File: config.mk
export PLATFORM = sky130hd
export DESIGN_NAME = timer_pulse_gen
export DESIGN_NICKNAME = d
export VERILOG_FILES = /design/src/rtl/timer_pulse_gen.sv
export SDC_FILE = /design/constraint.sdc
export NUM_CORES = 1
export LEC_CHECK = 0
export ABC_AREA = 1
export ABC_CLOCK_PERIOD_IN_PS = 2900
export CAP_MARGIN = 10
export CORE_MARGIN = 5
export CORE_UTILIZATION = 45
export DETAILED_ROUTE_END_ITERATION = 10
export SLEW_MARGIN = 0
export SYNTH_ARGS = -nofsm -noshare
export SYNTH_HDL_FRONTEND = slang
export SYNTH_SLANG_ARGS = --single-unit
File: constraint.sdc
create_clock -name clk -period 2.9 [get_ports clk]
set_input_delay 0.725 -clock clk [delete_from_list [all_inputs] [get_ports clk]]
set_output_delay 0.725 -clock clk [all_outputs]
set_load 0.01 [all_outputs]
File: src/rtl/timer_pulse_gen.sv
// Single-cycle strobe generator for the LED sequencer: a free-running divider in run mode,
// or one pulse per debounced button press in step mode.
`timescale 1ns/1ps
module timer_pulse_gen #(
  parameter int unsigned CNT_W      = 32,
  parameter int unsigned DIV0       = 100_000_000,
  parameter int unsigned DIV1       = 50_000_000,
  parameter int unsigned DIV2       = 25_000_000,
  parameter int unsigned DIV3       = 12_500_000,
  parameter int unsigned DEB_CYCLES = 1_000_000
) (
  input  logic       clk,
  input  logic       rst,
  input  logic       en,
  input  logic       mode,
  input  logic [1:0] rate_sel,
  input  logic       step_btn,
  output logic       timer_pulse
);

  localparam logic [CNT_W-1:0] DEB_LAST = CNT_W'(DEB_CYCLES - 1);

  logic [CNT_W-1:0] div;
  logic [CNT_W-1:0] div_last;
  logic [CNT_W-1:0] cnt;
  logic [CNT_W-1:0] dcnt;
  logic             s1, s2;
  logic             deb;
  logic             mode_d;
  logic             deb_rise;
  logic             mode_chg;

  always_comb begin
    div = CNT_W'(DIV0);
    unique case (rate_sel)
      2'd0: div = CNT_W'(DIV0);
      2'd1: div = CNT_W'(DIV1);
      2'd2: div = CNT_W'(DIV2);
      2'd3: div = CNT_W'(DIV3);
      default: div = CNT_W'(DIV0);
    endcase
  end

  assign div_last = div - CNT_W'(1);
  // deb is about to be accepted high on this edge
  assign deb_rise = s2 & ~deb & (dcnt == DEB_LAST);
  assign mode_chg = (mode != mode_d);

  always_ff @(posedge clk or posedge rst) begin
    if (rst) begin
      s1   <= 1'b0;
      s2   <= 1'b0;
      deb  <= 1'b0;
      dcnt <= '0;
    end else begin
      s1 <= step_btn;
      s2 <= s1;
      if (s2 == deb) begin
        dcnt <= '0;
      end else if (dcnt == DEB_LAST) begin
        deb  <= s2;
        dcnt <= '0;
      end else begin
        dcnt <= dcnt + CNT_W'(1);
      end
    end
  end

  always_ff @(posedge clk or posedge rst) begin
    if (rst) begin
      cnt         <= '0;
      mode_d      <= 1'b0;
      timer_pulse <= 1'b0;
    end else begin
      mode_d <= mode;
      if (mode_chg) begin
        cnt         <= '0;
        timer_pulse <= 1'b0;
      end else if (!mode) begin
        if (!en) begin
          timer_pulse <= 1'b0;
        end else if (cnt >= div_last) begin
          // >= so a switch to a shorter period wraps on the next edge
          cnt         <= '0;
          timer_pulse <= 1'b1;
        end else begin
          cnt         <= cnt + CNT_W'(1);
          timer_pulse <= 1'b0;
        end
      end else begin
        cnt         <= '0;
        timer_pulse <= deb_rise & en;
      end
    end
  end

endmodule

# Word level (Yosys, flattened, before mapping)
# Cells that the tools add are included.
op_classes:
  add_sub_neg: 3
  mul: 0
  div: 0
  magnitude_cmp: 1
  n_eq_ne: 6
  shift: 0
  muxes: 11
  bitwise: 5
  reduce_logical: 3
op_table:
  columns: ["op", "count"]
  rows:
  - ["$mux W32", 6]
  - ["$pmux W32 S4", 1]
  - ["$add A32 B1 Y32 const B", 2]
  - ["$eq A32 B20 Y1 const B", 1]
  - ["$ge A32 B32 Y1", 1]
  - ["$sub A32 B1 Y32 const B", 1]
  - ["$eq A2 B2 Y1 const B", 2]
  - ["$mux W1", 4]
  - ["$and A1 B1 Y1", 3]
  - ["$reduce_bool A3 Y1", 1]
  - ["$eq A2 B1 Y1 const B", 1]
  - ["$logic_not A2 Y1", 1]
  - ["$not A1 Y1", 2]
  - ["$reduce_and A2 Y1", 1]
  - ["$eq A1 B1 Y1", 1]
  - ["$ne A1 B1 Y1", 1]
word_totals:
  reg_bits: 69
  latchBits: 0
  ram_bits: 0
  rom_bits: 0
  inputBits: 7
  output_inout_bits: 1
  elab_cells: 36
  memories: 0

# Logic depth before layout (Yosys ltp)
logic_depth:
  word_depth: 8
  depth_mapped: 17
  mapped_depth_nobuf: 16

# Least setup slack after synthesis
# No wires, ideal clock.
synth_path:
  path_kind: "input port to flip-flop"
  startpoint: "input port rate_sel[1]"
  endpoint: "register cnt[6]"
  setup_time_ps: 66
  arrival_ps: 2339
  required_time_ps: 2834
  path_slack_ps: 495
  path_stages: 17
  n_path_buf: 1
  path_cell_list: "inv_1 > nor2_1 > inv_1 > ha_1 > ha_1 > nand2_1 > nor2_1 > nand2_1 > nand3_1 > nand2_1 > nand2_1 > nand2_1 > nand2_2 > nor2_8 > buf_12 > nand2_2 > nand2_1"
synth_between:
  elab_chain_cells: 8
  word_cells_on_any_way: 11
  cone_classes: "1 x add/sub; 1 x order compare; 3 x eq/ne; 5 x mux; 1 x reduce/logical"
synth_rtl:
  columns: ["element", "line_no", "source"]
  rows:
  - ["start: declaration", "16", "input logic [1:0] rate_sel,"]
  - ["$eq A2 B2 Y1 (tied with other cells)", "35", "unique case (rate_sel)"]
  - ["$pmux W32 S4 *", "35", null]
  - ["$sub A32 B1 Y32 *", "44", "assign div_last = div - CNT_W'(1);"]
  - ["$ge A32 B32 Y1 *", "82", "end else if (cnt >= div_last) begin"]
  - ["$mux W32 *", "82", null]
  - ["$mux W32 *", "80", "if (!en) begin"]
  - ["$mux W32 *", "79", "end else if (!mode) begin"]
  - ["$mux W32 *", "76", "if (mode_chg) begin"]
  - ["end signal: assignment", "87", "cnt <= cnt + CNT_W'(1);"]
  - ["end: declaration", "25", "logic [CNT_W-1:0] cnt;"]
# Every way passes the cells marked *; elsewhere a longest branch is shown, timed or not. The select of a mux whose other input is x is not followed.
# A chain may end at the register's enable or synchronous reset.

# Worst setup path after layout
layout_path:
  startpoint: "input port rate_sel[1]"
  endpoint: "register cnt[8]"
# The elaborated chain is that of the path after synthesis.

==> impl_metrics.env <==
export IMPL_clockPowerShare=0.427
export IMPL_grt_pass1_vias=3788
export IMPL_area_growth_pct=12.3
export IMPL_path_class="primary input to flop"
export IMPL_yosysTopAreaCell="dfrtp_1"
export IMPL_drive_above_1_share=0.0928
export IMPL_max_freq_ghz=0.361
export IMPL_finalPower_mw=1.89
export IMPL_ant_nets=0
export IMPL_clk_latency_ps=360
export IMPL_cts_tree="built"
export IMPL_start_util=0.465
export IMPL_power_density_nw_per_um2=369
export IMPL_power_internal_mw=1.41
export IMPL_pin_count=8
export IMPL_design_core_area_um2=9820
export IMPL_fin_crit_ps=2770
export IMPL_syn_inst=638
export IMPL_run_status="completed"
export IMPL_clock_sinks=69
export IMPL_slew_violations=0
export IMPL_hold_class="flop to flop"
export IMPL_first_iter_violations=314
export IMPL_combinationalPowerShare=0.060
export IMPL_ys_ff_latch=69
export IMPL_via_per_inst=5.08
export IMPL_ys_types=35
export IMPL_cts_hold_fix_buffers=0
export IMPL_rsz0062_at_grt="false"
export IMPL_worstPathArrival_ps=3010
export IMPL_max_slew_worst_pin_slew_ps=608
export IMPL_hold_violations=0
export IMPL_place_hpwl_mm=8.42
export IMPL_antennaDiodeCount=0
export IMPL_setup_violations=0
export IMPL_synth_warnings=0
export IMPL_power_leakage_nw=2.47
export IMPL_final_util=0.522
export IMPL_synth_nets=667
export IMPL_fin_worst_skew_ps=16.9
export IMPL_maxCapViolations=0
export IMPL_root_buffer="clkbuf_8"
export IMPL_drc=0
export IMPL_finalSetupTns_ps=0
export IMPL_placed_cell_area_um2=4850
export IMPL_die_area_um2=12300
export IMPL_dr_pass1_iters=5
export IMPL_grt_max_degree=46
export IMPL_slowest_stage="clkdlybuf4s50_1"
export IMPL_crit_top_cell="nand2_1"
export IMPL_finalWirelength_mm=11.2
export IMPL_endpoint_kind="flop"
export IMPL_avgRoutedWirePerCell_um=14.0
export IMPL_gr_usage_all_layers=0.188
export IMPL_grt_pass1_wl_mm=18.8
export IMPL_design_area_um2=5120
export IMPL_die_w_um=111
export IMPL_path_buf_inv=5
export IMPL_cp_start_kind="primary input"
export IMPL_finalWeightedCongestion=0.884
export IMPL_grt_overflow=0
export IMPL_grt_antenna_before_repair=0
export IMPL_nNetsFinal=692
export IMPL_pwr_share_seq=0.514
export IMPL_synth_seq_area_share=0.378
export IMPL_critPathTopFamily="simple AND/OR/NAND/NOR gates"
export IMPL_vias=4070
export IMPL_final_common_cell="nand2_1"
export IMPL_num_rows=36
export IMPL_syn_cell_area_um2=4570
export IMPL_p_sw_uw=483
export IMPL_switching_share=0.255
export IMPL_port_buffers=7
export IMPL_synth_top_area_frac=0.378
export IMPL_htreeDepth=3
export IMPL_avgSynthCellArea_um2=7.16
export IMPL_worstPathMaxFanout=14
export IMPL_cp_required_ps=3140
export IMPL_cpPeakStageDelay_ps=440
export IMPL_whs_ps=362
export IMPL_clockBufferDepth=2
export IMPL_clk_pin_slew_ps=80
export IMPL_synth_area_leaders="dfrtp_1 (38%), nand2_1 (16%), nor2_1 (9.0%)"
export IMPL_vdd_drop_max_v=0.000195
export IMPL_final_cell_mix="nand2_1 (200), nor2_1 (107), inv_1 (73)"
export IMPL_relSlewSlack=0.594
export IMPL_numCtsBuffers=9
export IMPL_path_cells="clkdlybuf4s50_1 > buf_4 > nand2_1 > buf_4 > inv_1 > ha_1 > nand2_1 > nor2_1 > and2_4 > nand2_1 > nand2_1 > nand2_1 > nand2_4 > nor2_4 > buf_12 > nand2_2 > nand2_1"
export IMPL_fp_dieH_um=111
export IMPL_fin_crit_sh=0.954
==> worst paths after layout <==
kind / startpoint / end / slack, ps / cells past startpoint
max: rate_sel[1] / cnt[8]$_DFFE_PP0P_ / 130 / 17
min: s1$_DFF_PP0_ / s2$_DFF_PP0_ / 360 / 0
max in group asynchronous: rst / cnt[1]$_DFFE_PP0P_ / 1500 / 3
min reg2reg: s1$_DFF_PP0_ / s2$_DFF_PP0_ / 360 / 0
max reg2reg: cnt[25]$_DFFE_PP0P_ / cnt[8]$_DFFE_PP0P_ / 890 / 11
min in group asynchronous: rst / s1$_DFF_PP0_ / 750 / 2
==> per-layer routing <==
layer	vias up	part of all wire	global-route usage
li1	2038	-	-
met1	1896	0.49	0.282
met2	124	0.43	0.281
met3	12	0.068	0.0311
met4	0	0.0095	0.0443
met5	-	0	0
==> registers in the layout, indices dropped and copies added, names as in the netlist <==
signal       cells
s2               1
s1               1
dcnt            32
deb              1
timer_pulse      1
cnt             32
mode_d           1
==> cell type report <==
cell class	instances	area (µm²)
flip-flops and latches	69	1730
clock buffers	9	124
fillers	1005	4690
well taps	133	166
multi-input cells	486	2550
clock inverters	7	73.8
repair buffers	20	193
inverters	77	289
==> synthesized netlist by cell type (all sizes together) <==
cell,number
nor3b,3
nand4,20
nand3b,1
o21bai,2
clkinv,1
or2,1
dfrtp,69
nand3,24
o21ai,3
and2,1
nor2b,1
ha,22
inv,76
xnor2,11
conb,1
clkbuf,5
xor2,37
nand2,212
buf,3
nor4,1
a21oi,9
nor2,113
nor3,22
==> through the flow <==
stage | std cells | setup WS, ps
after global routing | 801 | 24.6
final | 801 | 132
after floorplan | 638 | 435
after global placement | 782 | -222
after detailed placement | 782 | -323
after CTS | 798 | 41.5
==> power groups by stage <==
stage	clock network, mW	registers, mW	logic, mW
after detailed placement	0	0.991	0.107
final	0.807	0.972	0.113
after CTS	0.827	0.972	0.107
after floorplan	0	0.991	0.0655
after global routing	0.872	0.973	0.130
after global placement	0	0.991	0.103
==> cells by family (layout without fill, tap and decap cells) <==
kind of cell / Yosys count / after routing / share of synthesized area
simple gates: 399 / 401 / 0.376
buf+inv: 85 / 113 / 0.0754
flops: 69 / 69 / 0.378
xor+xnor: 48 / 48 / 0.0921
fa+ha+maj: 22 / 22 / 0.0603
compound gates: 14 / 14 / 0.0173
other cells: 1 / 1 / 0.000821
==> what timing repair did <==
action / CTS / global route
gates resized for setup: 0 / 4
buffers inserted: 0 / 1
endpoints found under the setup margin: 0 / 28
endpoints found under the hold margin: 0 / 0
Note: power is estimated with default switching activity, not from simulation.
==> RTL edit, RTL diff (same flow settings) <==
Set the parameter `DIV1` to 33_554_432 (it was 50_000_000).
--- a/src/rtl/timer_pulse_gen.sv
+++ b/src/rtl/timer_pulse_gen.sv
@@ -5,5 +5,5 @@
   parameter int unsigned CNT_W      = 32,
   parameter int unsigned DIV0       = 100_000_000,
-  parameter int unsigned DIV1       = 50_000_000,
+  parameter int unsigned DIV1       = 33_554_432,
   parameter int unsigned DIV2       = 25_000_000,
   parameter int unsigned DIV3       = 12_500_000,
Formal check against the unedited RTL: same outputs for any inputs over 10 cycles, from zero or initial values and one cycle with rst high; that may be too few to reach the edited logic, so the function may still have changed.
==> RTL edit against the original RTL <==
- wire length is 9.0% higher
- cell count is 9.0% higher
- total power is 0.95% lower
- die area is 6.2% higher
- combinational power is 18% lower
- setup slack better by 190 ps
- core utilization is 2.4 points lower
- sequential cell count stayed put
- area after synthesis is 6.8% higher
- count of clock-buffer cells in the layout stayed put
- maximum frequency is 7.3% higher
- register-to-register slack better by 50 ps
- final area is 4.4% higher
- largest cell class unchanged
==> RTL edit: results (changes against the original RTL) <==
* Run status: finished, final reports clean (unchanged)
* Via count of the first global-routing pass: 4376 (was 3788)
- The clock skew after layout is 16.9 ps (about the same).
- Critical register-to-register path endpoint: cnt[23] (was cnt[8])
* Delay of the slowest cell on the worst path: 490 ps (was 440 ps)
- Vias post-DR: 4445 (was 4070)
- The wire length of the first global-routing pass is 20900 um (was 18800 um).
- Violation count after the first detailed-route iteration: 227 (was 314)
- Cells after DPL: 857 (was 782)
* Area contributors post-synth: sky130_fd_sc_hd__dfrtp_1 35%, sky130_fd_sc_hd__nand2_1 17%, sky130_fd_sc_hd__nor2_1 9.1%, sky130_fd_sc_hd__inv_1 6.9%, sky130_fd_sc_hd__nand4_1 6.4% (was sky130_fd_sc_hd__dfrtp_1 38%, sky130_fd_sc_hd__nand2_1 16%, sky130_fd_sc_hd__nor2_1 9.0%, sky130_fd_sc_hd__xor2_1 7.1%, sky130_fd_sc_hd__inv_1 6.1%)
* Xor-xnor portion of the synthesized cell area: 6.65% (was 9.21%)
- Final RePlAce weighted congestion: 0.948 (was 0.884)
- Max_slew headroom: 66.6% (was 59.4%)
* P_sw: 0.477 mW (was 0.483 mW)
- Half-perimeter wire length of the detailed placement result: 9220 um (was 8420 um)
- The average wire length per cell after detail routing is 14.0 um (about the same).
- The number of iterations in the first detailed-routing pass was 4 (was 5).
* Count of different cell masters after synthesis: 34 (was 35)
- The leakage power was 2.59 nW (was 2.47 nW).
* # nets final: 758 (was 692)
- Routed WL: 12200 um (was 11200 um)
- Sequential fraction of the synthesis area: 35.4% (was 37.8%)
* Worst IR Drop VDD: 0.224 mV (was 0.195 mV)
* Top post-synthesis cells by count: 224 x sky130_fd_sc_hd__nand2_1, 118 x sky130_fd_sc_hd__nor2_1, 90 x sky130_fd_sc_hd__inv_1, 69 x sky130_fd_sc_hd__dfrtp_1, 50 x sky130_fd_sc_hd__nand4_1 (was 200 x sky130_fd_sc_hd__nand2_1, 109 x sky130_fd_sc_hd__nor2_1, 74 x sky130_fd_sc_hd__inv_1, 69 x sky130_fd_sc_hd__dfrtp_1, 37 x sky130_fd_sc_hd__xor2_1)
- Compound-Gate Fraction of Synth Area: 2.08% (was 1.73%)
[RTL edit: changes by cell type after synthesis, moves of 3 or more]
cell / unedited run / this run
sky130_fd_sc_hd__clkbuf_1: 5 / 8
sky130_fd_sc_hd__inv_1: 74 / 90
sky130_fd_sc_hd__nand2_1: 200 / 224
sky130_fd_sc_hd__nand2_2: 12 / 7
sky130_fd_sc_hd__nand4_1: 20 / 50
sky130_fd_sc_hd__nor2_1: 109 / 118
sky130_fd_sc_hd__nor2_2: 2 / 7
sky130_fd_sc_hd__nor3_1: 19 / 14
sky130_fd_sc_hd__xnor2_1: 11 / 6
sky130_fd_sc_hd__xor2_1: 37 / 31
[RTL edit: layout make-up]
cell class | instances | share of cell area (%)
clock buffer | 9 | 2.31
clock inverter | 7 | 1.38
inverter | 91 | 6.38
multi-input combinational | 537 | 51.0
sequential | 69 | 32.3
tap | 140 | 3.27
timing repair buffer | 20 | 3.37
[RTL edit: logic make-up after synthesis]
kind of cell | count (synthesis)
and+or+nand+nor | 458
buffers and inverters | 106
DFF | 69
xor gates and xnor gates | 37
adders and majority gates | 23
AOI/OAI and AO/OA | 17
other | 2
[RTL edit: per-layer routing]
layer | part of all wire (%) | vias to the layer above | track usage, %
met4 | 4.0 | 0 | 11.8
met2 | 51 | 70 | 35.2
met3 | 2.6 | 30 | 2.27
li1 | - | 2288 | -
met5 | 0 | - | 0
met1 | 43 | 2057 | 23.9
[RTL edit: metrics by stage]
stage | cell area, sq um | power [mW]
final | 5350 | 1.87
after global routing | 5350 | 1.96
after CTS | 5350 | 1.91
after detailed placement | 5150 | 1.09
after global placement | 5150 | 1.09
after floorplan | 4880 | 1.05
[RTL edit: how the worst max path moves through the flow]
stage                     start     endpoint  slack [ps]  cells after the start
floorplan                   rst       cnt[0]         440                      1
global placement    rate_sel[1]  timer_pulse         -50                     17
detailed placement  rate_sel[1]  timer_pulse         -60                     17
CTS                 rate_sel[1]  timer_pulse         320                     17
global route        rate_sel[1]  timer_pulse         120                     17
finish              rate_sel[1]  timer_pulse         320                     17
[RTL edit: critical path, delay by kind of cell]
kind / cells / cell delay, ps
buf+inv: 4 / 830
simple gates: 10 / 690
fa+ha+maj: 2 / 540
compound gates: 1 / 50
[RTL edit: power groups by stage]
stage	combinational, mW	sequential, mW	clock, mW
finish	0.0927	0.975	0.807
global route	0.109	0.976	0.876
CTS	0.0962	0.975	0.837
floorplan	0.0581	0.992	0
global placement	0.0932	0.994	0
detailed placement	0.0961	0.994	0
